$ cat config.mk
export PLATFORM = sky130hd
export DESIGN_NAME = calc_ctrl_flat
export DESIGN_NICKNAME = d
export VERILOG_FILES = /design/src/rtl/calc_ctrl_if.sv /design/src/rtl/calc_ctrl.sv /design/src/flat_wrapper.sv
export SDC_FILE = /design/constraint.sdc
export NUM_CORES = 1
export LEC_CHECK = 0
export BUFFER_PORTS_ARGS = -buffer_cell sky130_fd_sc_hd__buf_2
export CORE_ASPECT_RATIO = 0.75
export CORE_MARGIN = 8
export CORE_UTILIZATION = 40
export DETAILED_ROUTE_END_ITERATION = 7
export PLACE_DENSITY = 0.71
export SLEW_MARGIN = 20
export SYNTH_ARGS = -nofsm -noshare
export SYNTH_HDL_FRONTEND = slang
export SYNTH_SLANG_ARGS = --single-unit
$ cat constraint.sdc
create_clock -name clk -period 4.78 [get_ports clk]
set_clock_uncertainty 0.05 [all_clocks]
set_input_delay 0.956 -clock clk [delete_from_list [all_inputs] [get_ports clk]]
set_output_delay 0.956 -clock clk [all_outputs]
set_load 0.1 [all_outputs]
$ cat src/rtl/calc_ctrl_if.sv
// Request/result handshake bundle for calc_ctrl.
// The master side is the requesters plus the result consumer.
interface calc_ctrl_if #(
    parameter int alu_width = 12,
    parameter int op_width  = 8
);
    logic [1:0]           req_valid;
    logic [1:0]           req_ready;
    logic [op_width-1:0]  req_op0;
    logic [op_width-1:0]  req_op1;
    logic                 res_valid;
    logic                 res_ready;
    logic [alu_width-1:0] res_data;
    logic                 res_acted;
    logic                 res_id;

    modport master (
        output req_valid, req_op0, req_op1, res_ready,
        input  req_ready, res_valid, res_data, res_acted, res_id
    );

    modport slave (
        input  req_valid, req_op0, req_op1, res_ready,
        output req_ready, res_valid, res_data, res_acted, res_id
    );
endinterface

$ cat src/rtl/calc_ctrl.sv
// Two-requester round-robin front end that streams an operand serially
// into a calc datapath and holds its result until the consumer takes it.
module calc_ctrl #(
    parameter int alu_width = 12,
    parameter int op_width  = 8,
    parameter int calc_lat  = 1
) (
    input  logic                 clk,
    input  logic                 rst,
    calc_ctrl_if.slave           bus,
    output logic                 calc_rst,
    output logic                 calc_1,
    output logic                 calc_in,
    input  logic [alu_width-1:0] agg_out2alu,
    input  logic                 agg_out_acted,
    output logic                 busy
);
    localparam int SW = $clog2(op_width + 1);

    typedef enum logic [2:0] {
        IDLE, CLEAR, SHIFT, WAIT, DONE
    } state_t;

    state_t               state_q, state_d;
    logic [op_width-1:0]  sh_q, sh_d;
    logic [SW-1:0]        scnt_q, scnt_d;
    logic [3:0]           wcnt_q, wcnt_d;
    logic                 last_q, last_d;
    logic                 id_q, id_d;
    logic [alu_width-1:0] data_q, data_d;
    logic                 acted_q, acted_d;
    logic [1:0]           ready;
    logic                 win;

    // On a tie the requester not granted last wins.
    always_comb begin
        if (&bus.req_valid) win = ~last_q;
        else                win = bus.req_valid[1];
    end

    always_comb begin
        state_d   = state_q;
        sh_d      = sh_q;
        scnt_d    = scnt_q;
        wcnt_d    = wcnt_q;
        last_d    = last_q;
        id_d      = id_q;
        data_d    = data_q;
        acted_d   = acted_q;
        ready     = 2'b00;
        calc_rst  = rst;
        calc_1    = 1'b0;
        calc_in   = 1'b0;
        bus.res_valid = 1'b0;
        unique case (state_q)
            IDLE: begin
                if (!rst) begin
                    if (win) ready = {bus.req_valid[1], 1'b0};
                    else     ready = {1'b0, bus.req_valid[0]};
                end
                if (|ready) begin
                    sh_d    = win ? bus.req_op1 : bus.req_op0;
                    id_d    = win;
                    last_d  = win;
                    state_d = CLEAR;
                end
            end
            CLEAR: begin
                calc_rst = 1'b1;
                scnt_d   = '0;
                state_d  = SHIFT;
            end
            SHIFT: begin
                calc_1  = 1'b1;
                calc_in = sh_q[0];
                sh_d    = sh_q >> 1;
                scnt_d  = scnt_q + SW'(1);
                if (scnt_q == SW'(op_width - 1)) begin
                    wcnt_d  = '0;
                    state_d = WAIT;
                end
            end
            WAIT: begin
                wcnt_d = wcnt_q + 4'd1;
                if (wcnt_q == 4'(calc_lat - 1)) begin
                    data_d  = agg_out2alu;
                    acted_d = agg_out_acted;
                    state_d = DONE;
                end
            end
            DONE: begin
                bus.res_valid = 1'b1;
                if (bus.res_ready) state_d = IDLE;
            end
            default: state_d = IDLE;
        endcase
    end

    // Reset leaves last_q at 1 so requester 0 takes the first tie.
    always_ff @(posedge clk or posedge rst) begin
        if (rst) begin
            state_q <= IDLE;
            sh_q    <= '0;
            scnt_q  <= '0;
            wcnt_q  <= '0;
            last_q  <= 1'b1;
            id_q    <= 1'b0;
            data_q  <= '0;
            acted_q <= 1'b0;
        end else begin
            state_q <= state_d;
            sh_q    <= sh_d;
            scnt_q  <= scnt_d;
            wcnt_q  <= wcnt_d;
            last_q  <= last_d;
            id_q    <= id_d;
            data_q  <= data_d;
            acted_q <= acted_d;
        end
    end

    assign bus.req_ready = ready;
    assign bus.res_data  = data_q;
    assign bus.res_acted = acted_q;
    assign bus.res_id    = id_q;
    assign busy          = (state_q != IDLE);
endmodule

$ cat src/flat_wrapper.sv
// flat-port wrapper written by rule: the top's interface ports become plain ports
module calc_ctrl_flat 
#(
    parameter int alu_width = 12,
    parameter int op_width  = 8,
    parameter int calc_lat  = 1
)
  (clk, rst, calc_rst, calc_1, calc_in, agg_out2alu, agg_out_acted, busy, bus_req_valid, bus_req_op0, bus_req_op1, bus_res_ready, bus_req_ready, bus_res_valid, bus_res_data, bus_res_acted, bus_res_id);
  calc_ctrl_if #(.alu_width(alu_width), .op_width(op_width)) bus_i ();
  input  logic clk;
  input  logic rst;
  output logic calc_rst;
  output logic calc_1;
  output logic calc_in;
  input  logic [alu_width-1:0] agg_out2alu;
  input  logic agg_out_acted;
  output logic busy;
  input wire logic [$bits(bus_i.req_valid)-1:0] bus_req_valid;
  input wire logic [$bits(bus_i.req_op0)-1:0] bus_req_op0;
  input wire logic [$bits(bus_i.req_op1)-1:0] bus_req_op1;
  input wire logic [$bits(bus_i.res_ready)-1:0] bus_res_ready;
  output wire logic [$bits(bus_i.req_ready)-1:0] bus_req_ready;
  output wire logic [$bits(bus_i.res_valid)-1:0] bus_res_valid;
  output wire logic [$bits(bus_i.res_data)-1:0] bus_res_data;
  output wire logic [$bits(bus_i.res_acted)-1:0] bus_res_acted;
  output wire logic [$bits(bus_i.res_id)-1:0] bus_res_id;
  assign bus_i.req_valid = bus_req_valid;
  assign bus_i.req_op0 = bus_req_op0;
  assign bus_i.req_op1 = bus_req_op1;
  assign bus_i.res_ready = bus_res_ready;
  assign bus_req_ready = bus_i.req_ready;
  assign bus_res_valid = bus_i.res_valid;
  assign bus_res_data = bus_i.res_data;
  assign bus_res_acted = bus_i.res_acted;
  assign bus_res_id = bus_i.res_id;
  calc_ctrl #(.alu_width(alu_width), .op_width(op_width), .calc_lat(calc_lat)) u_core (.clk(clk), .rst(rst), .bus(bus_i), .calc_rst(calc_rst), .calc_1(calc_1), .calc_in(calc_in), .agg_out2alu(agg_out2alu), .agg_out_acted(agg_out_acted), .busy(busy));
endmodule
==> impl_metrics.env, run 1 <==
export IMPL_first_global_vias=1316
export IMPL_fin_crit_ns=3.07
export IMPL_routed_wl_mm=3.74
export IMPL_place_congestion=0.808
export IMPL_synth_area_top_cells="dfrtp_1 49%, mux2_4 8.1%, o22ai_1 5.2%, mux2_1 3.4%, a22o_1 3.1%"
export IMPL_setup_tns_ns=0
export IMPL_r2r_cells=4
export IMPL_cts_buffers_inserted=5
export IMPL_final_area_um2=2050
export IMPL_synthesis_nets=184
export IMPL_io_pins=55
export IMPL_maxCapViolCount=0
export IMPL_wl_per_cell_um=14.5
export IMPL_grt_max_degree=36
export IMPL_startpoint_type="primary input"
export IMPL_hold_path_class="flip-flop to flip-flop"
export IMPL_ctsRootBufferMaster="clkbuf_8"
export IMPL_setup_viol=0
export IMPL_arrival_ns=2.06
export IMPL_routed_via_count=1292
export IMPL_vias_per_cell=5.03
export IMPL_drive_gt1_share_pct=41.1
export IMPL_drv_slew=0
export IMPL_cts_num_sinks=34
export IMPL_placed_cell_area_um2=1970
export IMPL_n_antenna_cell=0
export IMPL_final_antenna_net_count=0
export IMPL_rsz0062_at_grt="no"
export IMPL_mappedNetlistArea_um2=1670
export IMPL_cp_max_fo=8
export IMPL_ys_ff_latch=34
export IMPL_worstPathRequired_ns=3.77
export IMPL_area_growth_pct=22.8
export IMPL_coreArea_um2=4030
export IMPL_clock_fmax_mhz=326
export IMPL_nNetsFinal=239
export IMPL_h_tree_depth=2
export IMPL_antenna_found_initial=0
export IMPL_max_slew_margin_rel_pct=39.8
export IMPL_grt_util_all_layers_pct=11.8
export IMPL_synth_edff_count=0
export IMPL_r2r_slack_ns=2.61
export IMPL_clk_path_buf_depth=2
export IMPL_synth_top_area_cell="dfrtp_1"
export IMPL_final_cell_mix="54 x buf_2, 33 x dfrtp_1, 14 x o22ai_1, 9 x nand2_1, 9 x mux2_4"
export IMPL_yosysUniqueCellTypes=44
export IMPL_dp_cells=250
export IMPL_die_area_um2=6520
export IMPL_synth_top_area_share_pct=49.5
export IMPL_async_flop_share_pct=100
export IMPL_hold_viol_final=0
export IMPL_drc=0
export IMPL_path_clk_slew_ns=0.06
export IMPL_syn_inst=147
export IMPL_yosys_most_used_dff="dfrtp_1"
export IMPL_syn_area_per_cell_um2=11.4
export IMPL_final_common_cell="buf_2"
export IMPL_drtIter0Drc=60
export IMPL_path_class="primary input to output pin"
export IMPL_die_w_um=90.6
export IMPL_hold_depth=1
export IMPL_end_kind="output pin"
export IMPL_post_cts_buffers=0
export IMPL_outcome="finished clean"
export IMPL_tightest_slew_ns=0.896
export IMPL_cts_resized=0
export IMPL_port_buffers=54
export IMPL_fin_crit_sh_pct=64.2
export IMPL_hpwl_mm=2.84
export IMPL_die_y_um=71.9
export IMPL_yosysWarnings=0
export IMPL_grt_overflow_total=0
export IMPL_timing_hold_ws_ns=0.436
export IMPL_synth_seq_area_share_pct=51.0
export IMPL_fin_cells=257
export IMPL_clk_latency_ns=0.28
export IMPL_cts_tree="built"
export IMPL_start_util_pct=41.4
export IMPL_firstDrtPassIters=4
export IMPL_row_count=20
export IMPL_grt_pass1_wl_mm=6.27
export IMPL_cts_hold_buf=0
-- Yosys cell counts, drive strengths merged, types with 2 or more instances --
library cell and instances:
nor2 5, and3b 2, dfrtp 33, inv 8
nand2b 3, o21ai 8, nand2 10, nand3 5
a22o 6, mux2 15, ha 3, o22ai 14
o211ai 2, buf 6, a21oi 8
-- sequential cells by signal, indices dropped and copies added (netlist names) --
register,count
u_core.last_q,1
u_core.bus.res_id,1
u_core.bus.res_data,12
u_core.scnt_q,4
u_core.sh_q,8
u_core.bus.res_acted,1
u_core.wcnt_q,4
u_core.state_q,3
-- stage by stage --
step           util, %  worst slack (ns)
2_1_floorplan        -             0.670
3_3_place_gp      48.9              1.73
3_5_place_dp      48.9              1.71
4_1_cts           50.9              1.71
5_1_grt           50.9              1.61
6_report          50.9              1.71
-- routing by layer --
layer  wire length [µm]  track usage, %
met5                  0               0
met4                 31            3.86
met3                410            6.70
met2               1370            15.2
met1               1920            15.8
-- area by class of cell --
| class | count | area, µm² |
|---|---|---|
| inverter | 8 | 30.0 |
| clock inverter | 2 | 10.0 |
| timing repair buffer | 55 | 278 |
| fill | 379 | 1980 |
| tap | 55 | 68.8 |
| clock buffer | 5 | 68.8 |
| sequential | 34 | 852 |
| multi-input combinational | 98 | 742 |
-- worst max-delay path, stage by stage --
cell,delay (ns)
buf_2,0.12
nor2b_1,0.15
nand2b_1,0.26
nor2_1,0.14
buf_2,0.44
-- path summary, 6_finish.rpt --
kind,startpoint,to
max,bus_req_valid[1],bus_req_ready[0]
max reg2reg,u_core.state_q[1]$_DFFE_PP0P_,u_core.sh_q[7]$_DFFE_PP0P_
max in group asynchronous,rst,u_core.last_q$_DFFE_PP1P_
min reg2reg,u_core.bus.res_id$_DFFE_PP0P_,u_core.bus.res_id$_DFFE_PP0P_
min,u_core.bus.res_id$_DFFE_PP0P_,u_core.bus.res_id$_DFFE_PP0P_
min in group asynchronous,rst,u_core.bus.res_id$_DFFE_PP0P_
-- cell families (layout without fill, tap and decap cells) --
logic type / after synthesis / in the layout / share of synthesized area (%)
AND/OR/NAND/NOR: 34 / 34 / 12.1
multiplexers: 15 / 15 / 12.1
AO/OA/AOI/OAI: 46 / 46 / 18.0
adder cells (fa/ha/maj): 3 / 3 / 2.25
flip-flops: 34 / 34 / 51.0
buffers and inverters: 15 / 70 / 4.50
Power of run 1 is left out: the tool's default activity adds up to more than one toggle a clock period on the data nets, which glitch-free logic cannot reach.
==> run 2: changes to the inputs <==
--- a/config.mk
+++ b/config.mk
@@ -10,7 +10,7 @@
 export CORE_MARGIN = 8
 export CORE_UTILIZATION = 40
 export DETAILED_ROUTE_END_ITERATION = 7
-export PLACE_DENSITY = 0.71
+export PLACE_DENSITY = 0.73
 export SLEW_MARGIN = 20
 export SYNTH_ARGS = -nofsm -noshare
 export SYNTH_HDL_FRONTEND = slang
==> constraint.sdc (replaced) <==
create_clock -name clk -period 2.7 [get_ports clk]
set_clock_uncertainty 0.05 [all_clocks]
set_input_delay 0.54 -clock clk [delete_from_list [all_inputs] [get_ports clk]]
set_output_delay 0.54 -clock clk [all_outputs]
set_load 0.1 [all_outputs]
==> run 2 against run 1 <==
Flip-flop and latch count unchanged. Worst setup slack got worse by 1.5 ns. Critical endpoint is now calc_1. Core utilization increased by 1.5 points. Largest cell class unchanged.
==> impl_metrics.env, run 2 (synthesis results as in run 1) <==
export IMPL_cp_max_fo=14
export IMPL_place_congestion=0.844
export IMPL_row_count=20
export IMPL_cts_num_sinks=34
export IMPL_die_y_um=71.9
export IMPL_tightest_slew_ns=0.498
export IMPL_worstPathRequired_ns=2.11
export IMPL_coreArea_um2=4030
export IMPL_rsz0062_at_grt="no"
export IMPL_path_class="flip-flop to output pin"
export IMPL_maxCapViolCount=0
export IMPL_end_kind="output pin"
export IMPL_final_antenna_net_count=0
export IMPL_hpwl_mm=2.90
export IMPL_outcome="finished clean"
export IMPL_fin_crit_sh_pct=91.4
export IMPL_n_antenna_cell=0
export IMPL_setup_viol=0
export IMPL_routed_via_count=1305
export IMPL_drive_gt1_share_pct=42.4
export IMPL_grt_max_degree=27
export IMPL_nNetsFinal=241
export IMPL_final_common_cell="buf_2"
export IMPL_arrival_ns=1.88
export IMPL_fillers=375
export IMPL_die_w_um=90.6
export IMPL_ctsRootBufferMaster="clkbuf_8"
export IMPL_io_pins=55
export IMPL_post_cts_buffers=0
export IMPL_area_growth_pct=26.5
export IMPL_h_tree_depth=2
export IMPL_cts_buffers_inserted=5
export IMPL_cts_resized=0
export IMPL_crit_start="u_core.state_q[1]$_DFFE_PP0P_"
export IMPL_path_clk_slew_ns=0.06
export IMPL_largest_register_ff_count=12
export IMPL_grt_util_all_layers_pct=11.8
export IMPL_drc=0
export IMPL_start_util_pct=41.4
export IMPL_ff_latch_area_um2=852
export IMPL_drv_slew=0
export IMPL_hold_viol_final=0
export IMPL_cts_hold_buf=0
export IMPL_multi_input_area_um2=754
export IMPL_clk_path_buf_depth=2
export IMPL_timing_hold_ws_ns=0.355
export IMPL_cts_tree="built"
export IMPL_r2r_start="u_core.wcnt_q[0]$_DFFE_PP0P_"
export IMPL_vias_per_cell=5.06
export IMPL_drtIter0Drc=69
export IMPL_startpoint_type="flip-flop"
export IMPL_grt_pass1_wl_mm=6.24
export IMPL_clock_fmax_mhz=405
export IMPL_routed_wl_mm=3.72
export IMPL_port_buffers=54
export IMPL_final_core_util_pct=52.4
export IMPL_fin_crit_ns=2.47
export IMPL_antenna_found_initial=0
export IMPL_final_cell_mix="52 x buf_2, 33 x dfrtp_1, 14 x o22ai_1, 9 x nand2_1, 9 x mux2_4"
export IMPL_die_area_um2=6520
export IMPL_first_global_vias=1333
export IMPL_firstDrtPassIters=4
export IMPL_wl_per_cell_um=14.4
export IMPL_grt_overflow_total=0
export IMPL_max_slew_margin_rel_pct=67.0
export IMPL_hold_path_class="primary input to asynchronous set/reset pin"
export IMPL_clk_latency_ns=0.28
## run 2: stage by stage
| stage | std cells | worst slack, ns | setup TNS (ns) | instance area, µm² |
|---|---|---|---|---|
| finish | 258 | 0.233 | 0 | 2110 |
| global route | 258 | 0.0878 | 0 | 2110 |
| CTS | 258 | 0.212 | 0 | 2110 |
| detailed placement | 252 | 0.521 | 0 | 2030 |
| global placement | 252 | 0.585 | 0 | 2030 |
| floorplan | 147 | -0.319 | -0.319 | 1680 |
## run 2: worst paths after layout
kind / cells past startpoint / slack [ns] / to
setup / recovery: 4 / 0.23 / calc_1
hold / removal: 3 / 0.36 / u_core.scnt_q[1]$_DFFE_PP0N_
setup reg to reg: 5 / 0.93 / u_core.bus.res_data[7]$_DFFE_PP0P_
hold reg to reg: 1 / 0.44 / u_core.bus.res_id$_DFFE_PP0P_
max in group asynchronous: 3 / 1.88 / u_core.last_q$_DFFE_PP1P_
min in group clk: 2 / 0.39 / u_core.state_q[2]$_DFFE_PP0P_
## run 2: critical path, stage by stage, from the launching register on
cell     delay (ns)
dfrtp_1        0.58
and2b_1        0.27
nand2_1        0.21
inv_2          0.10
buf_2          0.43
## run 2: layout make-up
cell class              count  share of cell area, %
multi-input cells          98                   35.7
well taps                  55                   3.26
repair buffers             57                   15.3
flip-flops and latches     34                   40.4
inverters                   8                   1.42
clock buffers               6                   3.91
## run 2: metal layers
metal / GRT usage [%] / vias to the layer above / routed length, µm
met5: 0 / - / 0
met4: 3.86 / 0 / 44
met3: 5.88 / 5 / 380
met2: 16.8 / 57 / 1460
met1: 15.2 / 592 / 1840
li1: - / 651 / -
Power of run 2 is left out for the same reason.
==> run 3: changes to the inputs <==
--- a/config.mk
+++ b/config.mk
@@ -10,7 +10,7 @@
 export CORE_MARGIN = 8
 export CORE_UTILIZATION = 40
 export DETAILED_ROUTE_END_ITERATION = 7
-export PLACE_DENSITY = 0.73
+export PLACE_DENSITY = 0.68
 export SLEW_MARGIN = 20
 export SYNTH_ARGS = -nofsm -noshare
 export SYNTH_HDL_FRONTEND = slang
==> run 3 against run 2 <==
Worst setup slack improved by 0.0012 ns. Critical path depth unchanged. Final area increased by 0.42%. Sequential share of layout area decreased by 0.17 points. First-iteration DRC count decreased by 39%. Worst hold slack improved by 0.030 ns. Register-to-register slack about the same. Non-clock buffer count unchanged. Core utilization increased by 0.22 points. Highest routed layer unchanged. Routed wire length decreased by 1.0%.
==> impl_metrics.env, run 3 (synthesis results as in run 1) <==
export IMPL_port_buffers=54
export IMPL_area_growth_pct=27.0
export IMPL_timing_hold_ws_ns=0.385
export IMPL_final_area_um2=2120
export IMPL_die_area_um2=6520
export IMPL_ctsRootBufferMaster="clkbuf_8"
export IMPL_clock_fmax_mhz=406
export IMPL_end_kind="output pin"
export IMPL_first_global_vias=1362
export IMPL_hold_path_class="primary input to asynchronous set/reset pin"
export IMPL_wl_per_cell_um=14.2
export IMPL_placed_cell_area_um2=2030
export IMPL_hold_viol_final=0
export IMPL_nNetsFinal=241
export IMPL_path_delay_family="flip-flops"
export IMPL_final_antenna_net_count=0
export IMPL_n_antenna_cell=0
export IMPL_startpoint_type="flip-flop"
export IMPL_io_pins=55
export IMPL_cp_max_fo=14
export IMPL_h_tree_depth=2
export IMPL_post_cts_buffers=0
export IMPL_hpwl_mm=2.89
export IMPL_final_cell_mix="52 x buf_2, 33 x dfrtp_1, 14 x o22ai_1, 9 x nand2_1, 9 x mux2_4"
export IMPL_drtIter0Drc=42
export IMPL_fillers=376
export IMPL_cts_tree="built"
export IMPL_path_cells="and2b_1, nand2_1, inv_2, buf_2"
export IMPL_die_w_um=90.6
export IMPL_firstDrtPassIters=4
export IMPL_largest_register_ff_count=12
export IMPL_routed_wl_mm=3.69
export IMPL_coreArea_um2=4030
export IMPL_cts_num_sinks=34
export IMPL_setup_viol=0
export IMPL_rsz0062_at_grt="no"
export IMPL_grt_pass1_wl_mm=6.20
export IMPL_worst_path_buf_inv=2
export IMPL_cpPeakStageDelay_ns=0.60
export IMPL_path_class="flip-flop to output pin"
export IMPL_cts_buffers_inserted=5
export IMPL_crit_start="u_core.state_q[1]$_DFFE_PP0P_"
export IMPL_final_common_cell="buf_2"
export IMPL_routed_via_count=1294
export IMPL_tightest_slew_ns=0.495
export IMPL_maxCapViolCount=0
export IMPL_antenna_found_initial=0
export IMPL_start_util_pct=41.4
export IMPL_max_slew_margin_rel_pct=67.2
export IMPL_drv_slew=0
export IMPL_row_count=20
export IMPL_setup_slack_ns=0.234
export IMPL_grt_max_degree=24
export IMPL_clk_latency_ns=0.27
export IMPL_grt_util_all_layers_pct=11.7
export IMPL_drc=0
export IMPL_grt_overflow_total=0
export IMPL_vias_per_cell=4.98
export IMPL_worstPathRequired_ns=2.11
export IMPL_cts_hold_buf=0
export IMPL_die_y_um=71.9
export IMPL_clk_path_buf_depth=2
export IMPL_arrival_ns=1.88
export IMPL_dp_slack_ns=0.533
export IMPL_r2r_start="u_core.wcnt_q[0]$_DFFE_PP0P_"
export IMPL_path_clk_slew_ns=0.07
export IMPL_place_congestion=0.777
export IMPL_outcome="finished clean"
export IMPL_cts_resized=0
export IMPL_fin_crit_ns=2.47
export IMPL_drive_gt1_share_pct=42.4
export IMPL_critPathSlowestCell="dfrtp_1"
export IMPL_fin_crit_sh_pct=91.3
run 3: cell type report:
| cell class | instances | area (µm²) | share of cell area (%) |
|---|---|---|---|
| Sequential cell | 34 | 852 | 40.2 |
| Inverter | 8 | 30.0 | 1.42 |
| Timing Repair Buffer | 57 | 323 | 15.2 |
| Multi-Input combinational cell | 98 | 754 | 35.6 |
| Clock inverter | 1 | 5.00 | 0.236 |
| Clock buffer | 7 | 86.3 | 4.07 |
| Tap cell | 55 | 68.8 | 3.25 |
run 3: worst register-to-register path, stage by stage (launching register included):
cell and delay (ns):
dfrtp_1 0.43, inv_1 0.08, ha_1 0.13, nor3b_2 0.25, nand2_2 0.31, mux2_1 0.41
run 3: routing by layer:
layer  GRT usage, %  wire, µm  up-vias  share of wire [%]
li1               -         -      653                  -
met1           14.3      1820      588                 49
met2           17.7      1530       51                 41
met3           4.74       296        2                8.0
met4           5.51        40        0                1.1
met5              0         0        -                  0
run 3: stage by stage:
stage               cells  setup TNS [ns]  utilization (%)
detailed placement    252               0             50.3
finish                260               0             52.6
floorplan             147          -0.319                -
global route          260               0             52.6
global placement      252               0             50.3
CTS                   260               0             52.6
run 3: worst paths after layout:
check                                                     end  slack (ns)  cells after the start
max                                                    calc_1        0.23                      4
min                                u_core.sh_q[1]$_DFFE_PP0P_        0.39                      3
max reg2reg                  u_core.bus.res_acted$_DFFE_PP0P_        0.94                      5
min reg2reg                     u_core.bus.res_id$_DFFE_PP0P_        0.43                      1
max in group asynchronous  u_core.bus.res_data[2]$_DFFE_PP0P_        1.93                      3
min in group clk                u_core.state_q[2]$_DFFE_PP0P_        0.39                      2
Power of run 3 is left out for the same reason.
